--- src/rtl/dfr_pkg.sv ---
// Shared types and width/saturation helpers for the reservoir readout layer.
package dfr_pkg;

   typedef enum logic [1:0] {
      IDLE,
      ACCUM,
      OUTPUT
   } state_t;

   function automatic int prod_width(input int dw, input int ww);
      return dw + ww;
   endfunction

   // Headroom of clog2(nodes) bits keeps a full dot product exact.
   function automatic int acc_width(input int dw, input int ww, input int vn);
      return dw + ww + $clog2(vn);
   endfunction

   function automatic logic signed [63:0] sat_max(input int dw);
      return (64'sd1 <<< (dw - 1)) - 64'sd1;
   endfunction

   function automatic logic signed [63:0] sat_min(input int dw);
      return -(64'sd1 <<< (dw - 1));
   endfunction

endpackage

--- src/rtl/dfr_readout_if.sv ---
// Node-state beat stream in, saturated result out; both valid/ready.
interface dfr_readout_if #(
   parameter int DATA_WIDTH = 32
);
   logic                         node_valid;
   logic                         node_ready;
   logic signed [DATA_WIDTH-1:0] node_data;
   logic                         node_last;
   logic                         y_valid;
   logic                         y_ready;
   logic signed [DATA_WIDTH-1:0] y_data;
   logic                         y_sat;

   modport master (
      output node_valid, node_data, node_last, y_ready,
      input  node_ready, y_valid, y_data, y_sat
   );

   modport slave (
      input  node_valid, node_data, node_last, y_ready,
      output node_ready, y_valid, y_data, y_sat
   );
endinterface

--- src/rtl/dfr_mac.sv ---
// Signed MAC with first-beat load select, plus the shift-and-saturate output stage.
module dfr_mac
   import dfr_pkg::*;
#(
   parameter int DATA_WIDTH    = 32,
   parameter int WEIGHT_WIDTH  = 16,
   parameter int VIRTUAL_NODES = 10,
   parameter int FRAC_BITS     = 8,
   parameter int ACC_W         = acc_width(DATA_WIDTH, WEIGHT_WIDTH, VIRTUAL_NODES)
) (
   input  logic signed [ACC_W-1:0]        acc,
   input  logic signed [DATA_WIDTH-1:0]   node_data,
   input  logic signed [WEIGHT_WIDTH-1:0] weight,
   input  logic signed [WEIGHT_WIDTH-1:0] bias,
   input  logic                           load,
   output logic signed [ACC_W-1:0]        acc_next,
   output logic signed [DATA_WIDTH-1:0]   y_data,
   output logic                           y_sat
);
   localparam int PROD_W = prod_width(DATA_WIDTH, WEIGHT_WIDTH);
   localparam logic signed [ACC_W-1:0] SAT_HI = ACC_W'(sat_max(DATA_WIDTH));
   localparam logic signed [ACC_W-1:0] SAT_LO = ACC_W'(sat_min(DATA_WIDTH));

   logic signed [PROD_W-1:0] prod;
   logic signed [ACC_W-1:0]  bias_ext;
   logic signed [ACC_W-1:0]  base;
   logic signed [ACC_W-1:0]  shifted;
   logic                     sat_hi;
   logic                     sat_lo;

   assign prod     = PROD_W'(node_data) * PROD_W'(weight);
   assign bias_ext = ACC_W'(bias) <<< FRAC_BITS;
   assign base     = load ? bias_ext : acc;
   assign acc_next = base + ACC_W'(prod);

   assign shifted = acc >>> FRAC_BITS;
   assign sat_hi  = shifted > SAT_HI;
   assign sat_lo  = shifted < SAT_LO;
   assign y_sat   = sat_hi | sat_lo;
   assign y_data  = sat_hi ? DATA_WIDTH'(SAT_HI) :
                    sat_lo ? DATA_WIDTH'(SAT_LO) : shifted[DATA_WIDTH-1:0];
endmodule

--- src/rtl/dfr_readout.sv ---
// Reservoir readout: per-sample weighted dot product of node states, saturated output.
// Optional bias term at address VIRTUAL_NODES when DFR_READOUT_BIAS_EN is defined.
module dfr_readout
   import dfr_pkg::*;
#(
   parameter int VIRTUAL_NODES = 10,
   parameter int DATA_WIDTH    = 32,
   parameter int WEIGHT_WIDTH  = 16,
   parameter int FRAC_BITS     = 8,
   parameter int ADDR_WIDTH    = $clog2(VIRTUAL_NODES + 1)
) (
   input  logic                           clk,
   input  logic                           rst,
   dfr_readout_if.slave                   bus,
   input  logic                           w_wr_en,
   input  logic [ADDR_WIDTH-1:0]          w_addr,
   input  logic signed [WEIGHT_WIDTH-1:0] w_data,
   output logic                           err_len
);
   localparam int ACC_W = acc_width(DATA_WIDTH, WEIGHT_WIDTH, VIRTUAL_NODES);

   state_t                         state_reg, state_next;
   logic [ADDR_WIDTH-1:0]          idx_reg;
   logic signed [ACC_W-1:0]        acc_reg, acc_next;
   logic signed [WEIGHT_WIDTH-1:0] weight_arr [VIRTUAL_NODES];
   logic signed [WEIGHT_WIDTH-1:0] rd_weight, bias_val;
   logic                           node_ready, y_valid;
   logic                           beat, last_idx, end_beat, y_done;

   genvar gi;
   generate
      for (gi = 0; gi < VIRTUAL_NODES; gi++) begin : g_weight
         logic signed [WEIGHT_WIDTH-1:0] w_reg;
         always_ff @(posedge clk) begin
            if (rst)
               w_reg <= '0;
            else if (w_wr_en && w_addr == ADDR_WIDTH'(gi))
               w_reg <= w_data;
         end
         assign weight_arr[gi] = w_reg;
      end
   endgenerate

`ifdef DFR_READOUT_BIAS_EN
   logic signed [WEIGHT_WIDTH-1:0] bias_reg;
   always_ff @(posedge clk) begin
      if (rst)
         bias_reg <= '0;
      else if (w_wr_en && w_addr == ADDR_WIDTH'(VIRTUAL_NODES))
         bias_reg <= w_data;
   end
   assign bias_val = bias_reg;
`else
   assign bias_val = '0;
`endif

   // Read happens before this cycle's write lands, so a same-cycle rewrite uses the old weight.
   assign rd_weight = weight_arr[idx_reg];

   dfr_mac #(
      .DATA_WIDTH   (DATA_WIDTH),
      .WEIGHT_WIDTH (WEIGHT_WIDTH),
      .VIRTUAL_NODES(VIRTUAL_NODES),
      .FRAC_BITS    (FRAC_BITS),
      .ACC_W        (ACC_W)
   ) u_mac (
      .acc      (acc_reg),
      .node_data(bus.node_data),
      .weight   (rd_weight),
      .bias     (bias_val),
      .load     (state_reg == IDLE),
      .acc_next (acc_next),
      .y_data   (bus.y_data),
      .y_sat    (bus.y_sat)
   );

   always_comb begin
      state_next = state_reg;
      node_ready = (state_reg != OUTPUT);
      y_valid    = (state_reg == OUTPUT);
      beat       = bus.node_valid & node_ready;
      last_idx   = (idx_reg == ADDR_WIDTH'(VIRTUAL_NODES - 1));
      end_beat   = beat & (bus.node_last | last_idx);
      y_done     = y_valid & bus.y_ready;
      err_len    = end_beat & (bus.node_last ^ last_idx) & ~rst;
      case (state_reg)
         IDLE, ACCUM: if (beat) state_next = end_beat ? OUTPUT : ACCUM;
         OUTPUT:      if (bus.y_ready) state_next = IDLE;
         default:     state_next = IDLE;
      endcase
   end

   assign bus.node_ready = node_ready;
   assign bus.y_valid    = y_valid;

   always_ff @(posedge clk) begin
      if (rst) begin
         state_reg <= IDLE;
         acc_reg   <= '0;
         idx_reg   <= '0;
      end else begin
         state_reg <= state_next;
         if (beat) begin
            acc_reg <= acc_next;
            idx_reg <= idx_reg + 1'b1;
         end else if (y_done) begin
            acc_reg <= '0;
            idx_reg <= '0;
         end
      end
   end
endmodule

--- src/flat_wrapper.sv ---
// flat-port wrapper written by rule: the top's interface ports become plain ports
module dfr_readout_flat import dfr_pkg::*;
#(
   parameter int VIRTUAL_NODES = 10,
   parameter int DATA_WIDTH    = 32,
   parameter int WEIGHT_WIDTH  = 16,
   parameter int FRAC_BITS     = 8,
   parameter int ADDR_WIDTH    = $clog2(VIRTUAL_NODES + 1)
)
  (clk, rst, w_wr_en, w_addr, w_data, err_len, bus_node_valid, bus_node_data, bus_node_last, bus_y_ready, bus_node_ready, bus_y_valid, bus_y_data, bus_y_sat);
  dfr_readout_if #(.DATA_WIDTH(DATA_WIDTH)) bus_i ();
  input  logic clk;
  input  logic rst;
  input  logic w_wr_en;
  input  logic [ADDR_WIDTH-1:0] w_addr;
  input  logic signed [WEIGHT_WIDTH-1:0] w_data;
  output logic err_len;
  input wire logic [$bits(bus_i.node_valid)-1:0] bus_node_valid;
  input wire logic [$bits(bus_i.node_data)-1:0] bus_node_data;
  input wire logic [$bits(bus_i.node_last)-1:0] bus_node_last;
  input wire logic [$bits(bus_i.y_ready)-1:0] bus_y_ready;
  output wire logic [$bits(bus_i.node_ready)-1:0] bus_node_ready;
  output wire logic [$bits(bus_i.y_valid)-1:0] bus_y_valid;
  output wire logic [$bits(bus_i.y_data)-1:0] bus_y_data;
  output wire logic [$bits(bus_i.y_sat)-1:0] bus_y_sat;
  assign bus_i.node_valid = bus_node_valid;
  assign bus_i.node_data = bus_node_data;
  assign bus_i.node_last = bus_node_last;
  assign bus_i.y_ready = bus_y_ready;
  assign bus_node_ready = bus_i.node_ready;
  assign bus_y_valid = bus_i.y_valid;
  assign bus_y_data = bus_i.y_data;
  assign bus_y_sat = bus_i.y_sat;
  dfr_readout #(.VIRTUAL_NODES(VIRTUAL_NODES), .DATA_WIDTH(DATA_WIDTH), .WEIGHT_WIDTH(WEIGHT_WIDTH), .FRAC_BITS(FRAC_BITS), .ADDR_WIDTH(ADDR_WIDTH)) u_core (.clk(clk), .rst(rst), .bus(bus_i), .w_wr_en(w_wr_en), .w_addr(w_addr), .w_data(w_data), .err_len(err_len));
endmodule
--- config.mk ---
export PLATFORM = sky130hd
export DESIGN_NAME = dfr_readout_flat
export DESIGN_NICKNAME = d
export VERILOG_FILES = /design/src/rtl/dfr_pkg.sv /design/src/rtl/dfr_readout_if.sv /design/src/rtl/dfr_mac.sv /design/src/rtl/dfr_readout.sv /design/src/flat_wrapper.sv
export SDC_FILE = /design/constraint.sdc
export NUM_CORES = 2
export LEC_CHECK = 0
export ABC_CLOCK_PERIOD_IN_PS = 13800
export CORE_AREA = 2 2 307 309
export DETAILED_ROUTE_END_ITERATION = 10
export DIE_AREA = 0 0 309 311
export DONT_BUFFER_PORTS = 1
export SYNTH_ARGS = -nofsm -noshare
export SYNTH_HDL_FRONTEND = slang
export SYNTH_SLANG_ARGS = --single-unit
export TNS_END_PERCENT = 1
--- constraint.sdc ---
create_clock -name clk -period 13.8 [get_ports clk]
set_clock_uncertainty 0.2 [all_clocks]
set_input_delay 0 -clock clk [delete_from_list [all_inputs] [get_ports clk]]
set_output_delay 0 -clock clk [all_outputs]
set_load 0.1 [all_outputs]
==> metrics.yaml <==
max-vdd-ir-drop_mv: 0.152
die_h_microns: 311
nets: 3964
power_frac_comb_pct: 42.5
worst_ep_required_time_ns: 14.03
rsz0062_at_grt: "false"
critPathArrivalTime_ns: 9.41
n_fill_cell: 9591
maxSlewViolCount: 0
place_congestion: 0.869
yosysWarnings: 0
worstSetupPathType: "flop to flop"
p_seq_share_pct: 28.7
internal_power_mw: 1.22
grt-ovfl-total: 0
yosys.area_share.xor_xnor_pct: 1.43
io_pins: 94
start_util_pct: 31.7
p_sw_mw: 1.09
grt_max_degree: 198
wirelength_microns: 78700
synth_cells: 3304
fin_crit_sh_pct: 66.5
worstPathMaxFanout: 36
setup_violations: 0
wl_per_cell_microns: 17.6
row_count: 112
synth_top_family_by_area: "adder cells"
syn2layout_area_growth_pct: 8.57
pwr_density_cell_nw_per_um2: 72.4
synth-compound-area-share_pct: 8.08
cts.sinks: 218
ys_seq_area_share_pct: 14.8
clock-root-buffer: "clkbuf_16"
clk_pin_slew_worst_paths_ns: 0.07
avgSynthCellArea_sq_um: 8.91
grt_pass1_vias: 22991
finalSetupTns_ns: 0
synth_simple_gate_area_share_pct: 16.4
synth_edf_count: 0
worst_pin_slew_ns: 1.16
numCtsBuffers: 23
synth_nets: 4058
min_path_type: "input pin to flop"
drt-pass1-iter-count: 6
yosys-mux-area-fraction_pct: 5.28
place_hpwl_microns: 60700
drc_errors: 0
fmax_mhz: 109
power.total_mw: 2.31
drt_iter0_drc: 1316
synthArstFlopShare_pct: 0
hold_violations: 0
largest_register_ffs: 160
grt_use_total_pct: 16.8
power.share.clock_pct: 28.8
finalNonFillerCells: 4480
synthFlopType: "dfxtp_1"
synth_adder_area_share_pct: 43.7
drive_above_1_share_pct: 4.59
viasPerCell: 4.77
stdcell_area_sq_um: 32000
htreeDepth: 1
die_w_microns: 309
p_leak_nw: 15.1
outcome: "complete, no violations"
start_kind: "flop"
synth_seq_cells: 218
sw_frac_of_total_pct: 47.1
ys_types: 63
vias: 21389
cts-resized-gates: 0
coreArea_sq_um: 92800
die_area_sq_um: 96100
grt_pass1_wl_microns: 129000
io_buffers: 0
post-route-min-period_ns: 9.18
place_area_sq_um: 30700
slew_headroom_pct: 22.0
end_kind: "flop"
clk_latency_ns: 0.54
dp.cells: 4397
cts_tree: "done"
grt_antenna_before_repair: 11
maxCapViolations: 0
antenna_left: 0
clk_path_buf_depth: 3
netlist_area_sq_um: 29400
cells by family (layout without fill, tap and decap cells):
kind of cell	Yosys count	after routing
XOR/XNOR	48	48
other	0	1
flip-flops	218	218
AND/OR/NAND/NOR	1046	1046
AO/OA/AOI/OAI	381	381
adder cells (fa/ha/maj)	696	696
buffers and inverters	800	721
multiplexers	115	115
layer usage:
metal  share of wire [%]  wire length [microns]  vias up  GRT usage (%)
met5               0.091                     72        -              0
met4                 1.2                    928       12           2.44
met3                 6.2                   4850       78           3.23
met2                  47                  37300      451           27.8
met1                  45                  35600    10961           23.2
li1                    -                      -     9887              -
stage by stage:
stage / setup WS (ns) / hold WS, ns / utilization (%)
2_1_floorplan: 5.56 / -0.000363 / -
6_report: 4.62 / 0.0763 / 34.4
5_1_grt: 4.13 / 0.123 / 34.4
3_5_place_dp: 4.65 / -0.114 / 33.1
3_3_place_gp: 4.66 / -0.117 / 33.1
4_1_cts: 4.60 / 0.0595 / 34.4
Yosys cell counts (2+ instances only):
cell type  instances  area (sq um)
a211oi_1           5          37.5
a21o_1            61           458
a21oi_1          168           841
a221oi_1           2          17.5
a22o_1             3          26.3
a22oi_1           27           203
a311oi_1           3          26.3
a31oi_1           10          62.6
and2_1           219          1370
and3_1             5          31.3
and3_4             2          22.5
and4_1             3          26.3
buf_1              8          30.0
buf_2              3          15.0
clkbuf_1         184           691
dfxtp_1          218          4360
fa_1             554         11100
ha_1             142          1780
inv_1            604          2270
mux2i_1           82           821
mux4_2            32           721
nand2_1          543          2040
nand2b_1          14          87.6
nand3_1           10          50.1
nand3b_1           7          52.6
nand4_1           12          75.1
nor2_1           145           544
nor2b_1           60           375
nor3_1            10          50.1
nor3b_1            4          30.0
nor4_1             4          25.0
o211ai_1           4          30.0
o21a_1             6          45.0
o21ai_0           41           205
o21bai_1          13          97.6
o22ai_1           17           106
o31ai_1            4          30.0
or2_2              3          18.8
or3_1              2          12.5
xnor2_1           34           298
xor2_1            14           123
critical path, cell delays in order, from the launching register on:
cell	delay (ns)
dfxtp_4	0.57
buf_4	0.64
mux4_2	0.59
mux2i_1	0.22
o22ai_2	0.11
buf_4	0.27
and2_1	0.24
fa_1	0.53
inv_1	0.05
fa_1	0.46
fa_1	0.49
fa_1	0.58
inv_1	0.06
fa_1	0.50
inv_1	0.06
fa_1	0.47
inv_1	0.04
ha_1	0.35
and3_4	0.20
and3_4	0.19
a2111oi_4	0.36
o21bai_2	0.18
a211oi_2	0.35
nor3_1	0.11
or4_4	0.47
a21o_1	0.24
a2111o_1	0.42
o311ai_1	0.07
power groups by stage:
| stage | registers [mW] | clock network (mW) | logic (mW) |
|---|---|---|---|
| 3_5_place_dp | 0.678 | 0 | 0.952 |
| 3_3_place_gp | 0.678 | 0 | 0.952 |
| 4_1_cts | 0.664 | 0.678 | 0.985 |
| 6_report | 0.664 | 0.666 | 0.984 |
| 5_1_grt | 0.666 | 0.702 | 1.05 |
| 2_1_floorplan | 0.668 | 0 | 0.797 |
final timing paths:
| check | start | end | slack (ns) | depth (start not counted) |
|---|---|---|---|---|
| worst max register to register | u_core.idx_reg[0]$_SDFFE_PP0P_ | u_core.acc_reg[46]$_SDFFE_PP0P_ | 4.62 | 27 |
| worst min-delay path | bus_node_data[1] | u_core.acc_reg[3]$_SDFFE_PP0P_ | 0.08 | 7 |
| worst max-delay path | u_core.idx_reg[0]$_SDFFE_PP0P_ | u_core.acc_reg[46]$_SDFFE_PP0P_ | 4.62 | 27 |
| worst min register to register | u_core.g_weight[3].w_reg[8]$_SDFFE_PP0P_ | u_core.g_weight[3].w_reg[8]$_SDFFE_PP0P_ | 0.25 | 2 |
final cells by class:
cell class              count  area [sq um]  share of cell area [%]
multi-input cells        2286         22200                    69.6
flip-flops and latches    218          4370                    13.7
inverters                 604          2270                    7.09
well taps                1254          1570                    4.91
repair buffers             77           721                    2.26
clock buffers              32           669                    2.09
clock inverters             8           134                   0.419
diodes                      1          2.50                 0.00783
placed cells by master (no fill, tap or decap), drive strengths merged, types with 6 or more instances in the layout:
master,Yosys,routed
ha,142,142
o21bai,14,14
nand2b,14,14
a211oi,6,6
mux2i,82,82
o22ai,17,17
and2,219,219
dfxtp,218,218
and3,7,7
a21oi,168,168
a31oi,10,10
nor2b,60,60
nand2,543,543
nor3,10,10
nand3,10,10
xnor2,34,34
buf,12,36
o21ai,42,42
xor2,14,14
nor2,145,145
o21a,6,6
inv,604,605
dlygate4sd3,0,41
a22oi,27,27
clkbuf,184,32
fa,554,554
a21o,61,61
mux4,32,32
nand4,12,12
nand3b,7,7
what timing repair did:
action / CTS / global route
buffers inserted: 0 / 0
hold endpoints to repair: 218 / 0
hold buffers: 42 / 0
(Power assumes the default switching activity.)
